[config.mk]
export PLATFORM = sky130hd
export DESIGN_NAME = fp_unpack_seq
export DESIGN_NICKNAME = d
export VERILOG_FILES = /design/src/rtl/fpu_pkg.sv /design/src/rtl/fp_unpack_seq_classify.sv /design/src/rtl/fp_unpack_seq.sv
export SDC_FILE = /design/constraint.sdc
export NUM_CORES = 1
export LEC_CHECK = 0
export CORE_ASPECT_RATIO = 2
export CORE_MARGIN = 5
export CORE_UTILIZATION = 45
export CTS_BUF_LIST = sky130_fd_sc_hd__clkbuf_4 sky130_fd_sc_hd__clkbuf_8 sky130_fd_sc_hd__clkbuf_16
export CTS_CLUSTER_SIZE = 16
export DETAILED_ROUTE_END_ITERATION = 10
export PLACE_DENSITY_LB_ADDON = 0.25
export SYNTH_ARGS = -nofsm -noshare
export SYNTH_HDL_FRONTEND = slang
export SYNTH_SLANG_ARGS = --single-unit
[constraint.sdc]
create_clock -name clk -period 4.7 [get_ports clk]
set_input_delay 0.94 -clock clk [delete_from_list [all_inputs] [get_ports clk]]
set_output_delay 0.94 -clock clk [all_outputs]
set_load 0.01 [all_outputs]
[src/rtl/fpu_pkg.sv]
// Shared FPU widths, biases, unpacker state encoding and class-flag bundle.
package fpu_pkg;

   localparam int unsigned EXP_W_DB  = 11;
   localparam int unsigned FRAC_W_DB = 52;
   localparam int unsigned EXP_W_SP  = 8;
   localparam int unsigned FRAC_W_SP = 23;
   localparam int unsigned E_W       = 13;
   localparam int unsigned F_W       = 53;
   localparam int unsigned LZ_W      = 6;

   localparam int BIAS_DB = 1023;
   localparam int BIAS_SP = 127;

   typedef enum logic [1:0] {
      IDLE,
      NORM,
      DONE
   } state_t;

   typedef struct packed {
      logic ZERO;
      logic INF;
      logic NAN;
      logic SNAN;
      logic DENORM;
   } fp_class_t;

endpackage

[src/rtl/fp_unpack_seq_classify.sv]
// Combinational field extraction and IEEE class decode for double or single operands.
module fp_classify
   import fpu_pkg::*;
(
   input  logic [63:0]          fp_in,
   input  logic                 db,
   output logic                 s,
   output logic [EXP_W_DB-1:0]  exp_f,
   output logic [FRAC_W_DB-1:0] frac,
   output logic                 exp_zero,
   output fp_class_t            cls
);

   logic exp_ones;
   logic frac_nz;

   // Select the field layout; single fractions are left-aligned into 52 bits.
   always_comb begin
      s        = fp_in[63];
      exp_f    = '0;
      frac     = '0;
      exp_ones = 1'b0;
      if (db) begin
         exp_f    = fp_in[62:52];
         frac     = fp_in[51:0];
         exp_ones = &fp_in[62:52];
      end else begin
         exp_f    = {3'b000, fp_in[62:55]};
         frac     = {fp_in[54:32], 29'b0};
         exp_ones = &fp_in[62:55];
      end
   end

   // Class flags derived from the extracted fields.
   always_comb begin
      exp_zero   = (exp_f == '0);
      frac_nz    = |frac;
      cls.ZERO   = exp_zero && !frac_nz;
      cls.DENORM = exp_zero && frac_nz;
      cls.INF    = exp_ones && !frac_nz;
      cls.NAN    = exp_ones && frac_nz;
      cls.SNAN   = exp_ones && frac_nz && !frac[FRAC_W_DB-1];
   end

endmodule

[src/rtl/fp_unpack_seq.sv]
// Operand unpacker: classifies a packed IEEE word, optionally normalises
// denormals over several cycles, and hands the result over valid/ready.
module fp_unpack_seq
   import fpu_pkg::*;
#(
   parameter int unsigned STEP = 8
) (
   input  logic              clk,
   input  logic              rst_n,
   input  logic              in_valid,
   output logic              in_ready,
   input  logic [63:0]       fp_in,
   input  logic              db,
   input  logic              normen,
   output logic              out_valid,
   input  logic              out_ready,
   output logic              s,
   output logic [E_W-1:0]    e,
   output logic [F_W-1:0]    f,
   output logic [LZ_W-1:0]   lz,
   output logic [F_W-1:0]    nan,
   output logic              ZERO,
   output logic              INF,
   output logic              NAN,
   output logic              SNAN,
   output logic              DENORM
);

   state_t                 state, state_nx;
   logic                   s_nx;
   logic [E_W-1:0]         e_nx;
   logic [F_W-1:0]         f_nx;
   logic [LZ_W-1:0]        lz_nx;
   logic [F_W-1:0]         nan_nx;
   fp_class_t              cls_q, cls_nx;

   logic                   c_s;
   logic [EXP_W_DB-1:0]    c_exp;
   logic [FRAC_W_DB-1:0]   c_frac;
   logic                   c_exp_zero;
   fp_class_t              c_cls;
   logic [E_W-1:0]         bias;
   logic [E_W-1:0]         c_e;

   logic                   coarse;
   logic [F_W-1:0]         f_norm;
   logic [LZ_W-1:0]        sh;

   fp_classify u_classify (
      .fp_in    (fp_in),
      .db       (db),
      .s        (c_s),
      .exp_f    (c_exp),
      .frac     (c_frac),
      .exp_zero (c_exp_zero),
      .cls      (c_cls)
   );

   // Unbiased exponent of the incoming operand; denormals use the minimum normal exponent.
   always_comb begin
      bias = db ? E_W'(BIAS_DB) : E_W'(BIAS_SP);
      c_e  = c_exp_zero ? (E_W'(1) - bias) : ({2'b00, c_exp} - bias);
   end

   // One normalisation step: coarse STEP shift while the top STEP bits are clear, else single-bit.
   always_comb begin
      coarse = (f[F_W-1 -: STEP] == '0);
      f_norm = coarse ? (f << STEP) : (f << 1);
      sh     = coarse ? LZ_W'(STEP) : LZ_W'(1);
   end

   // Next-state and next-data logic for the IDLE / NORM / DONE sequence.
   always_comb begin
      state_nx = state;
      s_nx     = s;
      e_nx     = e;
      f_nx     = f;
      lz_nx    = lz;
      nan_nx   = nan;
      cls_nx   = cls_q;
      case (state)
         IDLE: begin
            if (in_valid) begin
               s_nx     = c_s;
               e_nx     = c_e;
               f_nx     = {!c_exp_zero, c_frac};
               lz_nx    = '0;
               nan_nx   = {c_s, 1'b1, c_frac[FRAC_W_DB-2:0]};
               cls_nx   = c_cls;
               state_nx = (c_cls.DENORM && normen) ? NORM : DONE;
            end
         end
         NORM: begin
            f_nx  = f_norm;
            e_nx  = e - {{(E_W-LZ_W){1'b0}}, sh};
            lz_nx = lz + sh;
            if (f_norm[F_W-1]) begin
               state_nx = DONE;
            end
         end
         DONE: begin
            if (out_ready) begin
               state_nx = IDLE;
            end
         end
         default: state_nx = IDLE;
      endcase
   end

   // State and result registers; reset discards any operand in flight.
   always_ff @(posedge clk) begin
      if (!rst_n) begin
         state <= IDLE;
         s     <= 1'b0;
         e     <= '0;
         f     <= '0;
         lz    <= '0;
         nan   <= '0;
         cls_q <= '0;
      end else begin
         state <= state_nx;
         s     <= s_nx;
         e     <= e_nx;
         f     <= f_nx;
         lz    <= lz_nx;
         nan   <= nan_nx;
         cls_q <= cls_nx;
      end
   end

   assign in_ready  = (state == IDLE);
   assign out_valid = (state == DONE);
   assign ZERO      = cls_q.ZERO;
   assign INF       = cls_q.INF;
   assign NAN       = cls_q.NAN;
   assign SNAN      = cls_q.SNAN;
   assign DENORM    = cls_q.DENORM;

endmodule
# After elaboration in Yosys (flattened, before gate mapping)
# Index checks and enable logic that the tools add are counted.
# classes
add_sub_neg	4
mul	0
div_mod_pow	0
magnitude_cmp	0
n_eq_ne	5
n_shift	0
n_mux	18
n_bitwise	0
n_reduce_logical	19
# ops
op	n
$mux W53	2
$pmux W53 S2	1
$mux W52	1
$reduce_or A52 Y1	1
$mux W13	2
$pmux W13 S2	1
$sub A13 B4 Y13	1
$pmux W6 S2	1
$sub A11 B10 Y12	1
$logic_not A11 Y1	1
$mux W11	1
$reduce_and A11 Y1	1
$sub A1 B10 Y11 const A	1
$mux W10	1
$logic_not A8 Y1	1
$mux W2	4
$reduce_and A8 Y1	1
$add A6 B4 Y6	1
$logic_and A1 B1 Y1	6
$mux W6	1
$pmux W2 S3	1
$mux W4	1
$ne A2 B2 Y1 const B	2
$reduce_and A2 Y1	2
8 further kinds	10
# word_totals
register_bits	133
latch_bits	0
mem_bits_rw	0
romBits	0
in_bits	70
out_inout_bits	133
word_cells	57
mem_count	0

# Depth between registers and ports, before layout
# Gate-level depths: netlist of run 1.
# depth
word_depth	7
depth_mapped	14
depth_no_buf	12

# Modules after synthesis
# From an unflattened synthesis of run 1, not the netlist that was laid out.
# unflattened
cells_unflattened	868
hier_area_um2	7621.1
# by_module_without_submodules
module	instances	cells_each	area_each_um2	seq_area_each_um2
fp_unpack_seq	1	742	6647.6	2642.5
fp_classify	1	126	973.4	0.0

# Least setup slack after synthesis of run 1
# OpenSTA, ideal clock, no wires.
# synth_path
path_kind	register to register
start	reg f[46]
end	reg e[9]
setup_time_ns	0.091
t_arrival_ns	3.173
required_ns	4.609
setup_slack_ns	1.436
path_stages_with_launch	13
n_path_buf	2
period_less_slack_ns	3.264
path_cell_list	dfxtp_1 > or4_1 > or4_4 > nor2_4 > buf_6 > buf_8 > inv_1 > ha_1 > or4_1 > a21oi_1 > nor4b_1 > nor3_1 > a311oi_1
# synth_between
elab_chain_cells	4
# synth_rtl
element	line_no	rtl
start, declared	fp_unpack_seq.sv:19	output logic [F_W-1:0] f,
start signal, assigned	fp_unpack_seq.sv:124	f <= f_nx;
$logic_not A8 Y1	fp_unpack_seq.sv:67	coarse = (f[F_W-1 -: STEP] == '0);
$mux W4	fp_unpack_seq.sv:69	sh = coarse ? LZ_W'(STEP) : LZ_W'(1);
$sub A13 B4 Y13	fp_unpack_seq.sv:95	e_nx = e - {{(E_W-LZ_W){1'b0}}, sh};
$pmux W13 S2	fp_unpack_seq.sv:81	case (state)
end signal, assigned	fp_unpack_seq.sv:123	e <= e_nx;
end, declared	fp_unpack_seq.sv:18	output logic [E_W-1:0] e,
# Every way passes these cells.
# A chain may end at the register's enable or synchronous reset.

# Worst setup path after layout of run 1
# layout_path
start	reg f[48]
end	reg e[9]
# Same word-level chain as after synthesis.

==> results of run 1 <==
## how the worst max path moves through the flow
stage	end	startpoint	slack [ns]
detailed placement	DENORM$_SDFFE_PN0P_	db	1.15
global route	e[9]$_SDFFE_PN0P_	f[46]$_SDFFE_PN0P_	1.29
global placement	state[0]$_SDFFE_PN0P_	db	1.21
finish	e[9]$_SDFFE_PN0P_	f[48]$_SDFFE_PN0P_	1.45
CTS	e[9]$_SDFFE_PN0P_	f[46]$_SDFFE_PN0P_	1.44
floorplan	e[9]$_SDFFE_PN0P_	f[46]$_SDFFE_PN0P_	1.44
## registers in the layout, summed over array words and instances (netlist names)
name	cells
DENORM	1
INF	1
NAN	1
SNAN	1
ZERO	1
e	13
f	53
lz	6
nan	52
s	1
state	2
## cell families (layout without fill, tap and decap cells)
kind of cell / count (synthesis) / after routing
flops: 132 / 132
mux: 71 / 71
simple gates: 263 / 263
xor+xnor: 10 / 10
fa+ha+maj: 8 / 8
compound gates: 206 / 206
buf+inv: 72 / 251
## cell usage after synthesis, types with 16 or more instances
| cell | n |
|---|---|
| a21oi_1 | 66 |
| a222oi_1 | 28 |
| a22oi_1 | 29 |
| a31oi_1 | 27 |
| clkbuf_1 | 44 |
| dfxtp_1 | 132 |
| mux2_2 | 33 |
| mux2i_1 | 28 |
| nand2_1 | 49 |
| nand3_1 | 18 |
| nor2_1 | 122 |
| nor4_1 | 16 |
| o21ai_0 | 25 |
## stage by stage
stage                     util, %  instances
after floorplan                 -        762
after global placement       60.0       1101
after detailed placement     60.0       1101
after CTS                    64.2       1133
after global routing         64.2       1133
final                        64.2       1133
## critical path: stages, from the launching register on
cell,delay [ns]
dfxtp_1,0.34
or4_1,0.49
or4_4,0.45
nor2_4,0.10
inv_1,0.08
ha_1,0.21
or4_1,0.42
a21oi_1,0.35
nor4b_1,0.40
nor3_1,0.08
a311oi_1,0.24
## metal layers
metal  vias up  global-route usage (%)  wire length (um)
met1      3243                    29.0              8050
met4         0                    19.8              1870
li1       3171                       -                 -
met2       332                    53.1             13500
met3        88                    5.60              1420
met5         -                       0                 0
## layout make-up
cell class	instances	area, sq um	area share [%]
repair buffers	210	2080	22.7
inverters	9	35.0	0.382
flip-flops and latches	132	2640	28.8
multi-input cells	558	3560	38.9
clock inverters	14	169	1.84
clock buffers	18	433	4.73
well taps	192	240	2.62
## power by group
group / leakage [nW] / switching (mW) / total (mW) / internal (mW)
clock: 0.294 / 0.548 / 1.35 / 0.805
combinational: 2.05 / 0.325 / 0.615 / 0.290
sequential: 1.08 / 0.0568 / 1.23 / 1.18
## layout by cell type (no fill, tap or decap), types with 5 or more instances in the layout
| cell type | instances |
|---|---|
| clkdlybuf4s50_1 | 201 |
| dfxtp_1 | 132 |
| nor2_1 | 122 |
| a21oi_1 | 66 |
| nand2_1 | 48 |
| mux2_2 | 33 |
| a22oi_1 | 29 |
| mux2i_1 | 28 |
| a222oi_1 | 28 |
| a31oi_1 | 27 |
| o21ai_0 | 25 |
| nand3_1 | 18 |
| clkbuf_16 | 17 |
| nor4_1 | 16 |
| nor3_1 | 11 |
| mux2_1 | 10 |
| a211oi_1 | 9 |
| inv_1 | 8 |
| ha_1 | 8 |
| buf_4 | 8 |
| nand4_1 | 6 |
| xnor2_1 | 6 |
| or4_1 | 5 |
| inv_6 | 5 |
==> impl_metrics.toml, run 1 <==
[outcome]
outcome = "completed"

[critical_path]
rr_worst_depth = 10
arrival_ns = 3.58
start_kind = "register"
reg2reg_from = "f[48]$_SDFFE_PN0P_"
rrSetupSlack_ns = 1.45
required_ns = 5.02
path_class = "reg -> reg"
endpoint_kind = "register"
path_max_fanout = 4
reg2reg_to = "e[9]$_SDFFE_PN0P_"

[logic_synthesis]
yosysTopAreaCell = "dfxtp_1"
ys_ff_latch = 132
yosysWarningCount = 0
syn_inst = 762
synthFlopType = "dfxtp_1"
yosys.cell_types.count = 57
synth_fa_ha_area_share_pct = 1.54
yosysTopAreaCellShare_pct = 40.6
yosys.area_share.simple_pct = 18.7
synth_nets = 840
muxShareOfSynthArea_pct = 11.7
synth_compound_area_share_pct = 21.1
syn_area_sq_um = 6510
synth-seq-area-share_pct = 40.6
synthArstFlopShare_pct = 0
synth_xor_area_share_pct = 1.35
yosys-top-cells-area = "dfxtp_1 (41%), nor2_1 (7.0%), mux2_2 (5.7%), a21oi_1 (5.1%), a222oi_1 (4.3%)"
synth_edf_count = 0
syn_area_per_cell_sq_um = 8.54
synth_top_family_by_area = "compound AO/OA/AOI/OAI gates"

[detailed_routing]
ant_nets = 0
wl_per_cell_um = 21.9
dr.pass1.iters = 7
routed_wl_mm = 24.8
remaining_drc_errors = 0
vias_per_cell = 6.03
drt_iter0_drc = 628
vias = 6834

[floorplan]
die_x_um = 95.1
dieArea_sq_um = 17100
dieHeight_um = 180
initial_core_util_pct = 45.6
core_sq_um = 14300
io_pins = 203
num_rows = 62

[clocking]
cts_tree = "done"
numCtsBuffers = 17
cts_setup_buffers = 0
clk_path_buf_depth = 2
worstSkewPairLatency_ns = 0.42
cts_resized = 0
root_buffer = "clkbuf_16"
cts_htree_levels = 4
holdBufCountCts = 0
cts.clk_slew.worst_paths_ns = 0.06
clock_sink_count = 132

[run]
drv_cap = 0

[pwr]
power.total_mw = 3.20
p_leak_nw = 3.42
power_density_nw_per_um2 = 350
ir_drop_v = 0.000262

[final_layout]
antennaDiodeCount = 0
fin_nets = 1006
nFillCells = 1291
final_cell_area_sq_um = 9160
area_growth_syn_to_layout_pct = 40.7
drive_above_1_share_pct = 9.03

[placed_design]
gp_congestion = 0.921
port_buffers = 202
post-dp-hpwl_mm = 18.2
postPlaceCellArea_sq_um = 8560
preCtsSetupSlack_ns = 1.15

[grt]
grt_pass1_wl_mm = 37.9
antenna_found_initial = 0
grt_max_degree = 81
grt_pass1_vias = 6707
grt-ovfl-total = 0
track_usage_pct = 29.3

[worst_hold_path]
min_to = "nan[47]$_SDFFE_PN0P_"
min_from = "nan[47]$_SDFFE_PN0P_"
hold_path.class = "reg -> reg"
hold_depth = 2

[sta]
clock.fmax_mhz = 307
finalSetupTns_ns = 0
hold_viol_final = 0
fin_crit_ns = 3.25
worst_slew_pin_slew_ns = 1.07
finalMaxSlewViolations = 0
fin_skew_ns = 0.0121
relSlewSlack_pct = 28.3
rsz0062_at_grt = "false"
whs_ns = 0.457
final.period_utilization_pct = 69.2
fin_ws_ns = 1.45
setup_viol = 0
No activity file was read; power rests on OpenSTA's default activity.
==> run 2: changes to the inputs <==
==> constraint.sdc (replaced) <==
create_clock -name clk -period 3.18 [get_ports clk]
set_input_delay 0.636 -clock clk [delete_from_list [all_inputs] [get_ports clk]]
set_output_delay 0.636 -clock clk [all_outputs]
set_load 0.01 [all_outputs]
==> run 2 against run 1 <==
  * Maximum frequency up 8.6%
  * Final cell count up 1.3%
  * Combinational power up 53%
  * Clock skew down 0.00096 ns
==> impl_metrics.toml, run 2 (synthesis gave the netlist of run 1 again) <==
[grt]
track_usage_pct = 29.4
antenna_found_initial = 0
gr-usage-met1_pct = 28.8
grt_pass1_wl_mm = 38.0
grt_max_degree = 58
grt_pass1_vias = 6712
grt_use_met2_pct = 55.4
met3_usage_pct = 5.52
top_usage_layer = "met2"
grt-ovfl-total = 0

[critical_path]
start_kind = "register"
arrival_ns = 3.27
endpoint_kind = "register"
path_class = "reg -> reg"
rrSetupSlack_ns = 0.19
path_max_fanout = 4
required_ns = 3.46
reg2reg_to = "e[7]$_SDFFE_PN0P_"
startpoint = "f[48]$_SDFFE_PN0P_"
cp-endpoint = "e[7]$_SDFFE_PN0P_"
reg2reg_from = "f[48]$_SDFFE_PN0P_"
rr_worst_depth = 10

[floorplan]
num_rows = 62
initial_core_util_pct = 45.6
dieArea_sq_um = 17100
die_x_um = 95.1
io_pins = 203
dieHeight_um = 180
core_sq_um = 14300

[placed_design]
port_buffers = 202
dpl.cell_count = 1116
gp_congestion = 0.931
post-dp-hpwl_mm = 18.8

[pwr]
p_int_mw = 3.23
p_sw_mw = 1.38
power_density_nw_per_um2 = 496
seqPwrFrac_pct = 39.5
ir_drop_v = 0.000426
p_leak_nw = 3.48
combPwrFrac_pct = 20.3
pwr-share-clk_pct = 40.1
switching_share_pct = 29.8

[clocking]
cts_tree = "done"
worstSkewPairLatency_ns = 0.42
clock_sink_count = 132
holdBufCountCts = 0
cts_resized = 0
numCtsBuffers = 17
cts_htree_levels = 4
clk_path_buf_depth = 2
cts.clk_slew.worst_paths_ns = 0.06
root_buffer = "clkbuf_16"
cts_setup_buffers = 0

[final_layout]
antennaDiodeCount = 0
largest_reg_flops = 53
stdcell_count = 1148
top_register = "f"
final_cell_mix = "clkdlybuf4s50_1 (201), dfxtp_1 (132), nor2_1 (122), a21oi_1 (64), nand2_1 (48)"
layout_commonest_cell = "clkdlybuf4s50_1"
fin_nets = 1021
top_regs = "f (53), nan (52), e (13)"
drive_above_1_share_pct = 10.9
area_growth_syn_to_layout_pct = 42.7

[run]
drv_cap = 0

[detailed_routing]
vias_per_cell = 5.93
drt_iter0_drc = 647
wl_per_cell_um = 22.0
dr.pass1.iters = 6
ant_nets = 0
vias = 6810
remaining_drc_errors = 0
routed_wl_mm = 25.3

[sta]
setup_viol = 0
fin_skew_ns = 0.0111
fin_crit_ns = 2.99
finalMaxSlewViolations = 0
relSlewSlack_pct = 51.1
rsz0062_at_grt = "false"
finalSetupTns_ns = 0
worst_slew_pin_slew_ns = 0.734
clock.fmax_mhz = 334
hold_viol_final = 0
final.period_utilization_pct = 94.2

[worst_hold_path]
hold_path.class = "reg -> reg"

[outcome]
outcome = "completed"
[run 2: how the worst min path moves through the flow]
stage | cells past startpoint | slack (ns) | start | to
6_report | 2 | 0.45 | nan[0]$_SDFFE_PN0P_ | nan[0]$_SDFFE_PN0P_
4_1_cts | 2 | 0.45 | nan[0]$_SDFFE_PN0P_ | nan[0]$_SDFFE_PN0P_
3_5_place_dp | 2 | 0.45 | nan[0]$_SDFFE_PN0P_ | nan[0]$_SDFFE_PN0P_
3_3_place_gp | 2 | 0.44 | nan[0]$_SDFFE_PN0P_ | nan[0]$_SDFFE_PN0P_
2_1_floorplan | 2 | 0.48 | nan[0]$_SDFFE_PN0P_ | nan[0]$_SDFFE_PN0P_
5_1_grt | 2 | 0.47 | nan[0]$_SDFFE_PN0P_ | nan[0]$_SDFFE_PN0P_
[run 2: layer usage]
layer	vias up	part of all wire, %
met4	0	5.8
met3	69	5.1
met1	3280	34
met2	265	56
met5	-	0
li1	3196	-
[run 2: power groups by stage]
stage / Sequential (mW) / Combinational, mW / Clock, mW
finish: 1.82 / 0.938 / 1.85
global route: 1.83 / 0.999 / 1.95
CTS: 1.82 / 0.936 / 1.87
detailed placement: 1.86 / 0.931 / 0
global placement: 1.86 / 0.923 / 0
floorplan: 1.87 / 0.477 / 0
[run 2: layout make-up]
cell class                 instances  area, sq um
clock inverter                    13          113
sequential                       132         2640
tap                              192          240
multi-input combinational        558         3590
inverter                           9         35.0
clock buffer                      19          447
timing repair buffer             225         2230
fill                            1267         4980
[run 2: critical path, stage by stage (launching register included)]
cell and delay (ns):
dfxtp_1 0.33, or4_1 0.50, or4_4 0.45, nor2_4 0.10, inv_1 0.07, ha_1 0.21, or4_4 0.46, a21oi_4 0.16
mux2_2 0.35, o22ai_1 0.16, a21oi_1 0.08
[run 2: metrics by stage]
| step | cell area, sq um | hold slack, ns | power, mW | setup slack (ns) | util [%] |
|---|---|---|---|---|---|
| after floorplan | 6540 | 0.476 | 2.35 | -0.0120 | - |
| after global placement | 8730 | 0.440 | 2.78 | 0.250 | 61.2 |
| after detailed placement | 8730 | 0.447 | 2.79 | 0.210 | 61.2 |
| after CTS | 9290 | 0.454 | 4.63 | 0.197 | 65.1 |
| after global routing | 9290 | 0.475 | 4.78 | 0.0922 | 65.1 |
| final | 9290 | 0.450 | 4.61 | 0.185 | 65.1 |
==> run 3: changes to the inputs <==
--- a/config.mk
+++ b/config.mk
@@ -5,6 +5,7 @@
 export SDC_FILE = /design/constraint.sdc
 export NUM_CORES = 1
 export LEC_CHECK = 0
+export CAP_MARGIN = 20
 export CORE_ASPECT_RATIO = 2
 export CORE_MARGIN = 5
 export CORE_UTILIZATION = 45
==> results of run 3 <==
The final DEF is identical to that of run 2; final timing and power are the same.
